[config.mk]
export PLATFORM = sky130hd
export DESIGN_NAME = sseg_scan_driver
export DESIGN_NICKNAME = d
export VERILOG_FILES = /design/src/rtl/sseg_pkg.sv /design/src/rtl/sseg_refresh_counter.sv /design/src/rtl/sseg_scan_driver.sv
export SDC_FILE = /design/constraint.sdc
export NUM_CORES = 1
export LEC_CHECK = 0
export ABC_AREA = 1
export BUFFER_PORTS_ARGS = -buffer_cell sky130_fd_sc_hd__buf_2
export CORE_AREA = 2 2 93 73
export DETAILED_ROUTE_END_ITERATION = 12
export DIE_AREA = 0 0 95 75
export PLACE_DENSITY = 0.77
export SLEW_MARGIN = 5
export SYNTH_ARGS = -nofsm -noshare
export SYNTH_HDL_FRONTEND = slang
export SYNTH_SLANG_ARGS = --single-unit
[constraint.sdc]
create_clock -name clk -period 2.22 [get_ports clk]
set_input_delay 0 -clock clk [delete_from_list [all_inputs] [get_ports clk]]
set_output_delay 0 -clock clk [all_outputs]
set_load 0.02 [all_outputs]
[src/rtl/sseg_pkg.sv]
// Shared types and constants for the seven-segment display path.
// Segment patterns are active-low: bit7 = dp, bits 6:0 = g..a.
package sseg_pkg;

  typedef logic [7:0] seg_pattern_t;

  localparam int NUM_DIGITS = 4;
  localparam seg_pattern_t SSEG_OFF = 8'hFF;

  localparam seg_pattern_t GLYPH_H = 8'b10001001;
  localparam seg_pattern_t GLYPH_I = 8'b11111001;

  localparam seg_pattern_t GLYPH_HEX [16] = '{
    8'hC0, 8'hF9, 8'hA4, 8'hB0, 8'h99, 8'h92, 8'h82, 8'hF8,
    8'h80, 8'h90, 8'h88, 8'h83, 8'hC6, 8'hA1, 8'h86, 8'h8E
  };

  // One-hot-low anode enable for the selected digit.
  function automatic logic [NUM_DIGITS-1:0] anode_sel(input logic [$clog2(NUM_DIGITS)-1:0] idx);
    logic [NUM_DIGITS-1:0] a;
    a = '1;
    a[idx] = 1'b0;
    return a;
  endfunction

endpackage

[src/rtl/sseg_refresh_counter.sv]
// Free-running refresh counter: splits the count into digit index and PWM phase
// and flags the last cycle of each frame.
module sseg_refresh_counter
  import sseg_pkg::*;
#(
  parameter int N = 18
) (
  input  logic                          clk,
  input  logic                          reset,
  output logic [N-1:0]                  q,
  output logic [$clog2(NUM_DIGITS)-1:0] idx,
  output logic [3:0]                    ph,
  output logic                          wrap
);

  always_ff @(posedge clk) begin
    if (reset) begin
      q <= '0;
    end else begin
      q <= q + N'(1);
    end
  end

  assign idx  = q[N-1:N-2];
  assign ph   = q[N-3:N-6];
  assign wrap = &q;

endmodule

[src/rtl/sseg_scan_driver.sv]
// Four-digit multiplexed seven-segment scanner with per-slot PWM dimming and
// frame-aligned shadow capture of the digit patterns.
module sseg_scan_driver
  import sseg_pkg::*;
#(
  parameter int N = 18
) (
  input  logic       clk,
  input  logic       reset,
  input  logic [7:0] in0,
  input  logic [7:0] in1,
  input  logic [7:0] in2,
  input  logic [7:0] in3,
  input  logic [3:0] bright,
  output logic [3:0] an,
  output logic [7:0] sseg,
  output logic       frame_tick
);

  logic [N-1:0]                  q_p0;
  logic [$clog2(NUM_DIGITS)-1:0] idx_p0;
  logic [3:0]                    ph_p0;
  logic                          wrap_p0;
  logic                          load_p0;
  logic                          lit_p0;

  seg_pattern_t sh [NUM_DIGITS];

  logic [3:0]   an_p1;
  seg_pattern_t sseg_p1;
  logic         tick_p1;

  sseg_refresh_counter #(.N(N)) u_cnt (
    .clk   (clk),
    .reset (reset),
    .q     (q_p0),
    .idx   (idx_p0),
    .ph    (ph_p0),
    .wrap  (wrap_p0)
  );

  // Stage p0: counter state and brightness decide what the next output shows.
  // The shadow load fires on the all-ones count, the same cycle as wrap.
  assign load_p0 = (q_p0 == {N{1'b1}});
  assign lit_p0  = (ph_p0 <= bright);

  always_ff @(posedge clk) begin
    if (reset) begin
      for (int d = 0; d < NUM_DIGITS; d++) begin
        sh[d] <= SSEG_OFF;
      end
    end else if (load_p0) begin
      sh[0] <= in0;
      sh[1] <= in1;
      sh[2] <= in2;
      sh[3] <= in3;
    end
  end

  // Stage p1: registered pin drive; segments always blanked with anodes off.
  always_ff @(posedge clk) begin
    if (reset) begin
      an_p1   <= 4'b1111;
      sseg_p1 <= SSEG_OFF;
      tick_p1 <= 1'b0;
    end else begin
      an_p1   <= lit_p0 ? anode_sel(idx_p0) : 4'b1111;
      sseg_p1 <= lit_p0 ? sh[idx_p0] : SSEG_OFF;
      tick_p1 <= wrap_p0;
    end
  end

  assign an         = an_p1;
  assign sseg       = sseg_p1;
  assign frame_tick = tick_p1;

endmodule

==> results.cfg <==
[clocking]
clkTransAtPathRegs_ns = 0.07
clk_latency_ns = 0.34
post_cts_buffers = 0
cts_tree = built
holdBufCountCts = 33
cts_made_buffers = 9
clockRootBuffer = clkbuf_8
cts_resized = 0
htree_num_levels = 3
cts_buffer_depth = 2
cts_sinks = 63

[logic_synthesis]
syn-num-nets = 400
syn_area_per_cell_um2 = 8.425
synth_seq_area_share_pct = 52.58
synth_top_cell_area_share_pct = 31.95
ys_types = 25
synthesis.area_um2 = 3008
synth_seq_cells = 63
synth.area.top_cells = edfxtp_1, dfxtp_1, nand2_1, inv_1, nand4_1
yosysWarnings = 0
yosys.area.top_type = edfxtp_1
netlist_instances = 357

[timing]
finalHoldViolCount = 0
skew_ns = 0.01054
fin_crit_sh_pct = 88.75
maxSlewViolCount = 0
rsz0062_at_grt = false
holdWs_ns = 0.3808
max_slew_margin_pct = 53.12
final-setup-viol-count = 0
timing.fmax_mhz = 507.5
timing.final.crit_period_ns = 1.970
tightest_slew_ns = 0.7024
fin_setup_tns_ns = 0

[flow_run]
cap_violations = 0

[final_layout]
layout_commonest_cell = nand2_1
nNetsFinal = 484
drive_above_1_share_pct = 17.71
fin_util_pct = 62.70
num-fill-cells = 517
synthToLayoutAreaGrowth_pct = 28.45
antenna_cells = 0
most-common-layout-cells = nand2_1, inv_1, buf_2

[drt]
wl_per_cell_um = 12.42
vias = 2542
wl_um = 6543
drt-vias-per-instance = 4.824
first_iter_violations = 220
dr.pass1.iters = 4
postRouteAntennaNets = 0
drc = 0

[power_and_ir_drop]
power.leakage_nw = 1.712
cellPowerDensity_nw_per_um2 = 625.6
total_power_mw = 2.417
ir_worst_vdd_mv = 0.3208

[floorplan]
initial_core_util_pct = 48.81
num_rows = 25
coreArea_um2 = 6162
dieArea_um2 = 7125
boundaryPins = 51
die_h_um = 75
fp.dieW_um = 95

[worst_setup_path]
critPathCaptureType = flip-flop
rrSetupSlack_ns = 0.25
critPathSlowestCell = dfxtp_1
crit_top_cell = nor2_8
cpPeakStageDelay_ns = 0.37
crit_fanout = 22
cp_cell_sequence = ha_1 -> nand3_4 -> nor2_8 -> nand2_4 -> nor2_8 -> buf_4 -> nand4_1
start_kind = flip-flop
critical_path_class = flip-flop to flip-flop
arrival_ns = 2.02
cp_num_buf_inv = 1
crit_required_ns = 2.27
path_delay_family = simple AND/OR/NAND/NOR gates

[grt]
grt_antenna_before_repair = 0
grt_pass1_wl_um = 10370
grt_max_degree = 35
grtUsageTotal_pct = 19.99
grt-ovfl-total = 0
grt_pass1_vias = 2255

[min_path]
hold_path.class = input pin to flip-flop

[place]
gp_congestion = 0.8325
io_buffer_count = 50
dp_hpwl_um = 4088

[run_status]
run_status = complete, no violations
## kinds of logic (layout without fill, tap and decap cells)
family | count (synthesis) | after routing | synth area share [%]
flip-flops | 63 | 63 | 52.58
adder cells (fa/ha/maj) | 5 | 5 | 2.080
buffers and inverters | 78 | 167 | 11.02
AO/OA/AOI/OAI | 14 | 14 | 2.413
AND/OR/NAND/NOR | 195 | 195 | 31.32
XOR/XNOR | 2 | 2 | 0.5825
## path summary, 6_finish.rpt
check | start | to | cells past startpoint
setup / recovery | u_cnt.q[0] | sh[3][3] | 7
setup reg to reg | u_cnt.q[0] | sh[3][3] | 7
hold / removal | bright[0] | sseg[6] | 5
hold reg to reg | u_cnt.q[0] | u_cnt.q[0] | 1
## where the power goes
group          switching [mW]  internal (mW)
combinational          0.0736         0.0823
clock                   0.410          0.623
sequential            0.00476           1.22
total                   0.488           1.93
## per-stage QoR
stage	area, um2	setup slack [ns]	std cells
3_5_place_dp	3329	0.3285	478
3_3_place_gp	3329	0.3865	478
6_report	3864	0.2497	527
2_1_floorplan	3010	0.2702	357
5_1_grt	3864	0.1471	527
4_1_cts	3864	0.3141	527
## per-layer routing
layer | vias up | GRT usage [%] | wire length (um)
met5 | - | 0 | 0
met1 | 1114 | 25.24 | 2771
met2 | 96 | 31.52 | 3084
met4 | 0 | 9.984 | 167
li1 | 1319 | - | -
met3 | 13 | 6.306 | 519
## cells in the mapped netlist
cell type / instances
nand2_1: 92
inv_1: 60
nor2_1: 41
edfxtp_1: 32
dfxtp_1: 31
nand4_1: 28
nand3_1: 21
a21oi_1: 8
buf_2: 6
nand4_2: 6
ha_1: 5
o21ai_0: 5
clkbuf_1: 4
clkinv_1: 3
buf_1: 2
buf_6: 2
nor2_8: 2
xor2_1: 2
buf_12: 1
nand2_2: 1
nand2_4: 1
nand3_4: 1
nor3_1: 1
nor3b_1: 1
o21a_1: 1
## area by class of cell
class                           count  area, um2  area share [%]
Clock buffer                       11      131.4           3.400
Clock inverter                      5      72.57           1.878
Inverter                           63      236.5           6.120
Multi-Input combinational cell    216       1097           28.40
Sequential cell                    63       1582           40.93
Tap cell                           81      101.3           2.623
Timing Repair Buffer               88      643.1           16.65
## state kept, by name (all words and copies together) (netlist names)
register / flops
an: 4
u_cnt.q: 18
sseg: 8
sh: 32
frame_tick: 1
## tightest hold or removal path, cell delays in order
cell,delay [ns]
buf_2,0.08
ha_1,0.12
nand4_1,0.08
nand2_1,0.27
nand3_1,0.11
(Power assumes the default switching activity.)
